`src/rtl/rng_arbiter.sv`:
```
// rng_arbiter: round-robin arbiter in front of one shared xorshift32 generator.
// After reset or reseed the generator is seeded from seed_ID, stepped 16 times
// (warm-up), then each granted requester receives the current word and the
// generator advances. Optional grant counter enabled by `define RNG_ARB_CNT_EN.
module rng_arbiter #(
  parameter int NUM_REQ = 4
) (
  input  logic               clk,
  input  logic               reset,
  input  logic [7:0]         seed_ID,
  input  logic               seed_load,
  input  logic [NUM_REQ-1:0] req,
  output logic [NUM_REQ-1:0] gnt,
  output logic [31:0]        rand_out,
  output logic               rand_valid,
  output logic [1:0]         phase
`ifdef RNG_ARB_CNT_EN
  , output logic [15:0]      grant_cnt
`endif
);
  localparam int PW = $clog2(NUM_REQ);

  typedef enum logic [1:0] {SEED = 2'b00, WARMUP = 2'b01, RUN = 2'b10} phase_t;

  phase_t             state, state_nxt;
  logic [31:0]        x;
  logic [3:0]         wcnt;
  logic [PW-1:0]      ptr;
  logic               hit;
  logic               issue;
  logic [PW-1:0]      win;
  logic [PW-1:0]      cand;
  logic [NUM_REQ-1:0] win_oh;

  function automatic logic [31:0] xs_step(input logic [31:0] v);
    logic [31:0] t;
    t = v ^ (v << 13);
    t = t ^ (t >> 17);
    t = t ^ (t << 5);
    return t;
  endfunction

  // Round-robin pick: scan offsets from the far end down so the nearest
  // requester after ptr is the last one written and therefore wins.
  always_comb begin
    hit    = 1'b0;
    win    = ptr;
    cand   = '0;
    win_oh = '0;
    for (int i = NUM_REQ; i >= 1; i--) begin
      cand = PW'((int'(ptr) + i) % NUM_REQ);
      if (req[cand]) begin
        hit = 1'b1;
        win = cand;
      end
    end
    if (hit) win_oh[win] = 1'b1;
  end

  // A grant is issued only in RUN, and a reseed request suppresses it.
  assign issue = (state == RUN) && !seed_load && hit;

  // Phase register.
  always_ff @(posedge clk) begin
    if (reset) state <= SEED;
    else       state <= state_nxt;
  end

  // Phase sequencing: SEED is a single edge, warm-up is exactly 16 edges.
  always_comb begin
    state_nxt = state;
    case (state)
      SEED:    state_nxt = WARMUP;
      WARMUP:  if (seed_load) state_nxt = SEED;
               else if (wcnt == 4'd15) state_nxt = RUN;
      RUN:     if (seed_load) state_nxt = SEED;
      default: state_nxt = SEED;
    endcase
  end

  // Generator state, warm-up counter, round-robin pointer and grant outputs.
  always_ff @(posedge clk) begin
    if (reset) begin
      x        <= '0;
      wcnt     <= '0;
      ptr      <= PW'(NUM_REQ - 1);
      gnt      <= '0;
      rand_out <= '0;
    end else begin
      gnt <= '0;
      case (state)
        SEED: begin
          x    <= {~seed_ID, seed_ID, 16'h9E37};
          wcnt <= '0;
        end
        WARMUP: begin
          if (!seed_load) begin
            x    <= xs_step(x);
            wcnt <= wcnt + 4'd1;
          end
        end
        RUN: begin
          if (issue) begin
            gnt      <= win_oh;
            rand_out <= x;
            x        <= xs_step(x);
            ptr      <= win;
          end
        end
        default: ;
      endcase
    end
  end

  assign rand_valid = |gnt;
  assign phase      = state;

`ifdef RNG_ARB_CNT_EN
  // Grants issued since the last SEED edge; wraps naturally at 16 bits.
  always_ff @(posedge clk) begin
    if (reset || state == SEED) grant_cnt <= '0;
    else if (issue)             grant_cnt <= grant_cnt + 16'd1;
  end
`endif

endmodule

```
`config.mk`:
```
export PLATFORM = sky130hd
export DESIGN_NAME = rng_arbiter
export DESIGN_NICKNAME = d
export VERILOG_FILES = /design/src/rtl/rng_arbiter.sv
export SDC_FILE = /design/constraint.sdc
export NUM_CORES = 1
export LEC_CHECK = 0
export CORE_MARGIN = 4
export CORE_UTILIZATION = 49
export DETAILED_ROUTE_END_ITERATION = 16
export GPL_TIMING_DRIVEN = 0
export PLACE_DENSITY_LB_ADDON = 0.08
export SLEW_MARGIN = 20
export SYNTH_ARGS = -nofsm -noshare
export SYNTH_HDL_FRONTEND = slang
export SYNTH_SLANG_ARGS = --single-unit
```
`constraint.sdc`:
```
create_clock -name clk -period 1.7 [get_ports clk]
set_clock_uncertainty 0.05 [all_clocks]
set_input_delay 0.255 -clock clk [delete_from_list [all_inputs] [get_ports clk]]
set_output_delay 0.255 -clock clk [all_outputs]
set_load 0.01 [all_outputs]
```
# After elaboration in Yosys (flattened, before gate mapping)
# Cells that the tools add are included.
# Widths: inputs -> output; s select.
word_totals:
  ff_bits: 76
  output_inout_bits: 39
op_classes:
  add_sub_neg: 5
  n_lt_le_gt_ge: 6
  n_eq_ne: 7
  mux: 27
  bitwise: 7
  reduce_logical: 13
ops:
  columns: ["cell", "count"]
  rows:
  - ["$pmux 32 s3", 1]
  - ["$mux 32", 2]
  - ["$xor 32x32->32", 2]
  - ["$xor 32x15->32", 1]
  - ["$lt 2x3->1 const B", 5]
  - ["$mux 2", 7]
  - ["$mux 1", 9]
  - ["$bmux 1 s2", 4]
  - ["$not 8->8", 1]
  - ["$pmux 4 s2", 1]
  - ["$reduce_or 4->1", 2]
  - ["$ne 2x2->1 const B", 3]
  - ["$pmux 2 s3", 1]
  - ["$reduce_and 2->1", 3]
  - ["$add 2x1->2 const B", 2]
  - ["$add 2x2->2 const B", 2]
  - ["$add 4x1->4 const B", 1]
  - ["$eq 4x4->1 const B", 1]
  - ["$mux 4", 1]
  - ["$logic_and 1x1->1", 3]
  - ["$ne 3x3->1 const B", 1]
  - ["$not 1->1", 3]
  - ["$reduce_and 3->1", 1]
  - ["$reduce_bool 3->1", 1]
  - ["7 further kinds", 7]

# Longest topological paths before layout
# Gate-level depths: netlist (run 1).
logic_depth:
  word_depth: 11
  depth_mapped: 7
  ltp_nobuf: 6

# Least setup slack after synthesis (run 1)
# Ideal clock, no wire load.
synth_timing:
  path_type: "reg2reg"
  startpoint: "reg state[0], in the netlist phase[0]"
  endpoint: "reg x[3]"
  setup_time_ns: 0.070
  arrival_time_ns: 1.858
  slack_ns: -0.279
  stages_incl_launch_ff: 7
  path_buffers: 0
  path_cell_list: "dfxtp_1 > inv_1 > ha_1 > o21a_1 > a211o_1 > or4_1 > a21oi_1"
synth_via:
  elab_chain_cells: 5
synth_rtl:
  columns: ["item", "line_no", "source"]
  rows:
  - ["from (decl)", "25", "phase_t state, state_nxt;"]
  - ["from (signal assigned)", "66", "else state <= state_nxt;"]
  - ["$eq 2x2->1", "61, 91", null]
  - ["$logic_and 1x1->1 (2 in series)", "61", "assign issue = (state == RUN) && !seed_load && hit;"]
  - ["$ne 2x2->1 (no source line)", null, null]
  - ["$reduce_and 3->1 (no source line)", null, null]
  - ["to (signal assigned)", "93", "x <= {~seed_ID, seed_ID, 16'h9E37};"]
  - ["to (signal assigned)", "98", "x <= xs_step(x);"]
  - ["to (signal assigned)", "106", "x <= xs_step(x);"]
  - ["to (decl)", "26", "logic [31:0] x;"]
# Parallel ways exist; a longest one is shown, timed or not.
# A chain may end at the register's enable or synchronous reset.

# Worst setup path after layout (run 1)
layout_timing:
  startpoint: "reg state[1], in the netlist phase[1]"
  endpoint: "reg x[3]"
# Same word-level chain as after synthesis.

==> flow_results.org, run 1 <==
** Clock network
- TritonCTS built the clock tree.
- CTS hold repair buffers :: 0
- CTS HTree Levels :: 3
- The clock reaches the later pin of the worst-skew pair after 0.36 ns.
- No sink is reached through more buffers than the 2 on the longest clock path.
- Clock tree synthesis found a total of 76 sinks.
- CTS placed an instance of sky130_fd_sc_hd__clkbuf_8 at the clock tree root.
- Clock Pin Slew Worst Setup and Hold Paths :: 0.09 ns
- In this run, CTS created clock tree buffers numbering 9.

** Cells and area
- Area occupied by multi-input gates :: 0.00217 mm²
- Number of antenna cells inserted :: 0
- Area Growth Syn to Fin :: 36.3%
- The finished layout holds 611 standard cells, fillers aside.
- Registers take 0.00153 mm².
- In the layout the commonest cells are sky130_fd_sc_hd__nand2_1 (81), sky130_fd_sc_hd__dfxtp_1 (74), sky130_fd_sc_hd__a21oi_1 (63), sky130_fd_sc_hd__clkdlybuf4s50_1 (46), sky130_fd_sc_hd__xnor2_1 (36).
- The library cell used most frequently in the layout, excluding fill and tap cells, is sky130_fd_sc_hd__nand2_1.
- Share of cells above drive strength 1 :: ~17%
- Fill cells in the final layout number between 600 and 700.
- Final core area utilization :: 68.6%
- The net count of the finished layout is approximately 530.

** Global routing
- The initial antenna violation count came to 0.
- The first global-routing pass estimated 15700 µm of wire.
- Maximum number of pins on one net before global-route repair :: 14
- The number of global-route vias before repair came to 3124.
- Global routing consumed, on the met1 layer, a little under a third of the routing resources.
- After global routing, the most crowded layer is met2.
- Global routing finished with a remaining overflow of 0.
- Global routing used 23.2% of the available tracks.
- For met3 alone, demand over resource in global routing was about 3.9%.
- Global routing used 37.1% of the available met2 tracks.

** Power
- Leak :: 1.86 nW
- After layout, the design draws a total of ~5.4 mW.
- VDD IR-drop max :: 0.648 mV
- Power spread over the standard cell area amounts to about 1100 mW/mm².

** Floorplan
- The region available for standard cell placement spans around 0.0072 mm².
- Total I/O pin count :: 54
- DIE WIDTH :: roughly 94 µm
- Initial cell density of the core :: between 50% and 60%
- Cell row count :: 31
- The floorplan step defined a die boundary enclosing 0.00885 mm².
- Measured along the y axis, the die boundary spans roughly 94 µm.

** Logic synthesis
- Post-synth top area share :: 41.9%
- Synthesized netlist net count :: 446
- Yosys synthesis warning count :: 0
- The largest total area in the synthesized netlist belongs to sky130_fd_sc_hd__dfxtp_1.
- The synthesized design contains 0 enable-type register cells.
- Async set-reset flop share out of synthesis :: 0%
- In this run, synthesis produced a sequential element count of 76.
- After synthesis the cells add up to about 0.0036 mm².
- Sorting the synthesized cells by area gives the leading types as sky130_fd_sc_hd__dfxtp_1 (42%), sky130_fd_sc_hd__xnor2_1 (8.9%), sky130_fd_sc_hd__a21oi_1 (8.7%), sky130_fd_sc_hd__nand2_1 (8.5%), sky130_fd_sc_hd__xnor3_1 (4.3%).
- Among all flip-flop cells after synthesis, the most frequent one is sky130_fd_sc_hd__dfxtp_1.
- Cell variety after synth :: 43
- Dividing the synthesized area by the synthesized cell count gives between 8 and 9 µm².
- Sequential fraction of the synthesis area :: 41.9%
- In the synthesized netlist, the number of instances is 426.

** STA
- Setup repair after global routing could not meet its margin everywhere.
- After layout, the worst setup slack is -0.216 ns.
- After layout, the minimum clock period comes to about 1.9 ns.
- Number of endpoints with negative hold slack in the final report :: 0
- In this run the tightest slew margin relative to its limit is 57.8%.
- The max-slew violation count was 0.
- Number of endpoints failing setup at the final stage :: 23
- After layout, the worst path uses 113% of the clock period.
- Derived from the worst setup path, the maximum achievable clock frequency is 0.522 GHz.
- At the pin with the least slew margin, the transition time is 0.634 ns.

** Worst setup path
- STA classifies the critical path startpoint as a flip-flop.
- Data arrival at the endpoint of the critical path :: 2.15 ns
- The worst setup path is captured at a flip-flop.
- Critical path type :: flip-flop to flip-flop
- The startpoint identified for the worst register-to-register timing path is phase[1]$_SDFFE_PP0P_.
- Reg2reg end :: x[3]$_SDFFE_PP0P_
- Across all register-to-register paths, the minimum setup slack is -0.22 ns.
- Worst-path maximum fanout :: 6
- Number of cell instances on the worst register-to-register path :: 6
- Worst path required time :: ~1.9 ns

** Placement
- Before CTS, the worst setup slack after placement is -0.751 ns.
- The wire-length estimate of the detail-placed layout is 6940 µm.
- Count of input and output buffers :: 52
- Cell count after placement :: 577
- Final Wtd Congestion :: 0.931

** Detailed routing
- Routed wire length :: 10300 µm
- Via count :: 3349
- Number of detailed-routing iterations run before antenna repair :: 5
- After detailed routing, the number of remaining DRC violations is 0.
- Detailed-route wire length per cell :: 16.9 µm
- Via-per-instance ratio :: 5.48
- Starting DRT DRC Count :: 260
- Number of routed nets with antenna violations :: 0

** Worst hold path
- The worst hold path was traced through 2 stages.
- In this run the worst hold path is classified as input pin to flip-flop.
- Min-Delay Startpoint :: seed_load
- For hold timing, the worst endpoint is phase[1]$_SDFFE_PP0P_.

** Run status
- Failing checks :: negative setup slack
- Status :: finished with violations

** Run
- Max Cap Viol :: 0
cell families (layout without fill, tap and decap cells):
family | Yosys count | in the layout | share of synthesized area, %
flip-flops | 76 | 76 | 41.9
buffers and inverters | 36 | 122 | 4.00
AND/OR/NAND/NOR | 139 | 139 | 17.3
XOR/XNOR | 58 | 58 | 16.7
adder cells (fa/ha/maj) | 5 | 5 | 1.72
multiplexers | 1 | 1 | 0.276
AO/OA/AOI/OAI | 111 | 111 | 18.1
worst max path at each step:
stage                           from                   endpoint
6_report       phase[1]$_SDFFE_PP0P_          x[3]$_SDFFE_PP0P_
5_1_grt        phase[1]$_SDFFE_PP0P_          x[3]$_SDFFE_PP0P_
4_1_cts        phase[1]$_SDFFE_PP0P_          x[3]$_SDFFE_PP0P_
3_5_place_dp                  req[0]  rand_out[22]$_SDFFE_PP0P_
3_3_place_gp                  req[1]  rand_out[21]$_SDFFE_PP0P_
2_1_floorplan  phase[0]$_SDFFE_PP0P_         x[15]$_SDFFE_PP0P_
cells in the mapped netlist (3+ instances only):
master / count
sky130_fd_sc_hd__inv_1: 7
sky130_fd_sc_hd__clkbuf_1: 20
sky130_fd_sc_hd__nand3_1: 9
sky130_fd_sc_hd__nor2_1: 17
sky130_fd_sc_hd__nand2b_1: 4
sky130_fd_sc_hd__xnor2_1: 37
sky130_fd_sc_hd__a21oi_1: 63
sky130_fd_sc_hd__o22ai_1: 6
sky130_fd_sc_hd__nor3_1: 4
sky130_fd_sc_hd__nor2b_1: 4
sky130_fd_sc_hd__a211o_1: 4
sky130_fd_sc_hd__o21ai_0: 15
sky130_fd_sc_hd__a311oi_1: 4
sky130_fd_sc_hd__ha_1: 5
sky130_fd_sc_hd__xnor3_1: 7
sky130_fd_sc_hd__or2_2: 4
sky130_fd_sc_hd__and3_1: 3
sky130_fd_sc_hd__dfxtp_1: 76
sky130_fd_sc_hd__o211ai_1: 3
sky130_fd_sc_hd__buf_2: 8
sky130_fd_sc_hd__xor2_1: 14
sky130_fd_sc_hd__nand2_1: 82
sky130_fd_sc_hd__a31o_2: 4
stage by stage:
step | cell area [µm²] | hold WS, ns | TNS, ns
5_1_grt | 4950 | 0.431 | -3.28
3_3_place_gp | 4310 | 0.392 | -39.70
2_1_floorplan | 3670 | 0.402 | -0.276
4_1_cts | 4760 | 0.376 | -2.71
6_report | 4950 | 0.393 | -1.92
3_5_place_dp | 4310 | 0.397 | -40.26
state kept, by name, indices dropped and copies added, names as in the netlist:
name,count
rand_out,32
x,32
gnt,4
wcnt,4
phase,2
ptr,2
layout make-up:
class / instances / area share [%]
clock buffers: 11 / 2.66
inverters: 7 / 0.582
plain buffers: 28 / 3.36
repair buffers: 71 / 14.5
clock inverters: 5 / 1.57
well taps: 99 / 2.50
multi-input cells: 314 / 43.9
flip-flops and latches: 76 / 30.9
power by group:
part	internal, mW	total [mW]	switching (mW)
combinational	0.882	1.77	0.885
sequential	1.92	2.11	0.196
clock	0.824	1.51	0.688
total	3.62	5.39	1.77
repair_timing:
item | CTS | global route
buffers inserted | 13 | 6
pin swaps | 11 | 5
gates resized for setup | 42 | 37
endpoints found under the setup margin | 70 | 65
worst max-delay path, stage by stage, from the launching register on:
cell and delay [ns]:
sky130_fd_sc_hd__dfxtp_4 0.39, sky130_fd_sc_hd__inv_2 0.06, sky130_fd_sc_hd__ha_2 0.17, sky130_fd_sc_hd__o21a_4 0.21, sky130_fd_sc_hd__a211o_4 0.33, sky130_fd_sc_hd__or4_1 0.48
sky130_fd_sc_hd__a21oi_1 0.15
per-layer routing:
| metal | share of wire (%) | routed length (µm) |
|---|---|---|
| met1 | 45 | 4600 |
| met2 | 47 | 4840 |
| met3 | 6.3 | 652 |
| met4 | 2.0 | 206 |
| met5 | 0 | 0 |
No activity file was read; power rests on OpenSTA's default activity.
==> run 2: changes to the inputs <==
--- a/config.mk
+++ b/config.mk
@@ -5,6 +5,7 @@
 export SDC_FILE = /design/constraint.sdc
 export NUM_CORES = 1
 export LEC_CHECK = 0
+export CORE_ASPECT_RATIO = 0.6
 export CORE_MARGIN = 4
 export CORE_UTILIZATION = 49
 export DETAILED_ROUTE_END_ITERATION = 16
==> flow_results.org, run 2 (synthesized netlist as in run 1, its figures left out) <==
** Worst setup path
- Critical path type :: flip-flop to flip-flop
- Worst path required time :: 1.92 ns
- Master of the slowest instance on the critical path :: sky130_fd_sc_hd__or4_4
- First element of the critical path :: phase[1]$_SDFFE_PP0P_
- For flop-to-flop paths, the worst setup slack is -0.21 ns.
- Sequence of cells on the critical path :: inv_2 -> ha_2 -> o21a_4 -> a211o_4 -> or4_4 -> a21oi_2
- The startpoint identified for the worst register-to-register timing path is phase[1]$_SDFFE_PP0P_.
- Data arrival at the endpoint of the critical path :: 2.13 ns
- Number of cell instances on the worst register-to-register path :: 6
- The largest single stage delay on the critical path is 0.49 ns.
- Grouping stages by cell kind, the critical path spends the most delay in compound AO/OA/AOI/OAI gates.
- STA classifies the critical path endpoint as a flip-flop.
- The worst setup path is launched from a flip-flop.
- Following the worst setup path forward leads to its endpoint at x[3]$_SDFFE_PP0P_.
- Reg2reg end :: x[3]$_SDFFE_PP0P_
- Along the worst path, the maximum fanout reaches 6.
- Number of buffers and inverters on the critical path :: 1
- Logic depth of the worst setup path including buffers :: 6

** Cells and area
- Net count, final :: between 500 and 600
- Area Growth Syn to Fin :: 53.1%
- Fillcell total :: 415
- Number of antenna cells inserted :: 0
- FF/Latch Area :: 0.00153 mm²
- In the layout the commonest cells are sky130_fd_sc_hd__dfxtp_1 (74), sky130_fd_sc_hd__nand2_1 (56), sky130_fd_sc_hd__clkdlybuf4s50_1 (46), sky130_fd_sc_hd__a21oi_1 (40), sky130_fd_sc_hd__xnor2_1 (36).
- Cells with a size suffix above 1 make up 30.3% of the layout.
- After routing the design area is 0.00556 mm².
- Registers with the highest flip-flop counts :: rand_out x32, x x32
- Area occupied by multi-input gates :: 0.00247 mm²
- Leaving out fill and tap cells, the most frequent cell in the layout is sky130_fd_sc_hd__dfxtp_1.

** Floorplan
- The floorplan step defined a die boundary enclosing slightly below 0.009 mm².
- The die is between 70 and 80 µm tall.
- After floorplanning, the core was sized to cover about 0.007 mm².
- For this design the top-level I/O count stands at 54.
- Initial cell density of the core :: 52.3%
- In this run the core area contains 23 standard-cell rows.
- DIE WIDTH :: 119 µm

** Power
- For this design the static power due to leakage is ~2.0 nW.
- Sequential power share :: 33.2%
- Share of total power in combinational logic :: 32.0%
- Clk pwr share :: 34.7%
- Total power density per cell area :: 1150 mW/mm²
- Net switching is 32.5% of the power.
- VDD sags by at most between 0.6 and 0.7 mV.
- Internal power :: 4.31 mW
- For this design the total switching power over the nets is 2.08 mW.

** STA
- Smallest hold slack :: approximately 0.4 ns
- Setup violations remaining at the end of the flow were counted as 67.
- Dividing the final minimum period by the clock period gives 112%.
- Transition at the pin with the smallest max-transition slack :: 0.795 ns
- Setup repair after global routing could not meet its margin everywhere.
- In this run the tightest slew margin relative to its limit is 47.0%.
- Number of endpoints with negative hold slack in the final report :: 0
- Based on the critical path, the design can be clocked at up to ~0.52 GHz.
- The worst path in the final design needs a cycle of 1.91 ns, including I/O delays and setup.
- Min setup slack post-route :: -0.207 ns
- The max-slew violation count came to 0.

** Detailed routing
- The routed layout has 3673 vias.
- After detailed routing, the number of remaining DRC violations is 0.
- In the final routed layout, each cell accounts on average for 20.5 µm.
- In this run, the number of DRC markers left after iteration 0 of detailed routing was slightly above 400.
- For this block, the routed nets add up to 12800 µm of wire.
- Dividing the detail-routed via count by the number of cells gives 5.89.
- The first TritonRoute pass finished after 5 iterations.
- Number of routed nets with antenna violations :: 0

** Placement
- Count of input and output buffers :: 52
- Final Wtd Congestion :: 0.950
- Placed wire-length estimate after detailed placement :: around 7500 µm
- After detailed placement, the total cell area comes to 0.00431 mm².

** Clock network
- In this run the number of H-tree levels came out at 3.
- Counting along the longest clock path gives a buffer depth of 2.
- Number of clock buffers inserted by TritonCTS :: 9
- After clock tree synthesis, the clock-pin slew on the worst setup and hold paths is 0.06 ns.
- The later pin in the worst-skew pair is clocked with a latency of 0.35 ns.
- TritonCTS built the clock tree.
- CTS placed an instance of sky130_fd_sc_hd__clkbuf_16 at the clock tree root.
- Number of sinks driven by the clock tree :: 76
- CTS hold repair buffers :: 0

** Global routing
- Across every metal layer, demand over resource in global routing totals 25.4%.
- Entering global routing, the biggest net connects 13 pins.
- Summed over all layers, the global routing overflow is 0.
- Number of antenna violations at the first check in global routing :: 0
- First-pass GRT wire length :: 17100 µm
- The number of global-route vias before repair was between 3k and 4k.

** Run
- Max-cap violations in this run came to 0.

** Run status
- Status :: finished with violations
- The checks that failed: negative setup slack.

** Worst hold path
- The min-delay analysis places its worst path in the category flip-flop to flip-flop.
[run 2: cell count changes in the layout (fill, tap and decap cells not counted), sizes merged]
cell,change
buf,+11
inv,-1
dlygate4sd2,+2
nor2,+1
clkbuf,+2
clkinv,-1
dlymetal6s2s,-2
[run 2: repair_timing]
action | CTS | global route
setup buffers | 14 | 14
endpoints found under the setup margin | 72 | 72
gates cloned | 1 | 4
pin swaps | 12 | 44
resized for setup | 53 | 130
[run 2: worst reg2reg max path, delay by kind of cell, from the launching register on]
family          cells  cell delay, ns
fa+ha+maj           1            0.18
compound gates      3            0.67
flops               1            0.37
buf+inv             1            0.06
simple gates        1            0.50
[run 2: worst min-delay path by stage]
stage	startpoint	to	depth (start not counted)
6_report	rand_out[5]$_SDFFE_PP0P_	rand_out[5]$_SDFFE_PP0P_	2
5_1_grt	rand_out[5]$_SDFFE_PP0P_	rand_out[5]$_SDFFE_PP0P_	2
4_1_cts	rand_out[5]$_SDFFE_PP0P_	rand_out[5]$_SDFFE_PP0P_	2
3_5_place_dp	rand_out[5]$_SDFFE_PP0P_	rand_out[5]$_SDFFE_PP0P_	2
3_3_place_gp	rand_out[1]$_SDFFE_PP0P_	rand_out[1]$_SDFFE_PP0P_	2
2_1_floorplan	x[19]$_SDFFE_PP0P_	rand_out[19]$_SDFFE_PP0P_	2
[run 2: metal layers]
metal	part of all wire (%)	GRT usage, %
met1	41	33.9
met2	45	38.3
met3	12	9.98
met4	2.8	8.47
met5	0	0
[run 2: cell type report]
| cell class | instances | share of cell area, % |
|---|---|---|
| Clock inverter | 3 | 1.17 |
| Tap cell | 100 | 2.25 |
| Multi-Input combinational cell | 315 | 44.5 |
| Clock buffer | 13 | 5.07 |
| Inverter | 7 | 0.585 |
| Timing Repair Buffer | 83 | 15.4 |
| Buffer | 27 | 3.56 |
| Sequential cell | 76 | 27.5 |
[run 2: stage by stage]
step | power [mW] | cells | utilization, % | TNS [ns] | setup WS (ns)
CTS | 5.98 | 609 | 71.2 | -2.22 | -0.146
detailed placement | 3.70 | 578 | 62.2 | -41.01 | -0.787
floorplan | 3.34 | 426 | - | -0.276 | -0.0603
global placement | 3.66 | 578 | 62.2 | -39.52 | -0.760
finish | 6.38 | 624 | 80.1 | -8.04 | -0.207
global route | 6.56 | 624 | 80.1 | -11.38 | -0.222
[run 2: power groups by stage]
stage / logic [mW] / clock network [mW] / registers [mW]
6_report: 2.04 / 2.22 / 2.12
5_1_grt: 2.12 / 2.30 / 2.13
4_1_cts: 1.67 / 2.22 / 2.09
3_5_place_dp: 1.57 / 0 / 2.13
3_3_place_gp: 1.54 / 0 / 2.12
2_1_floorplan: 1.27 / 0 / 2.07
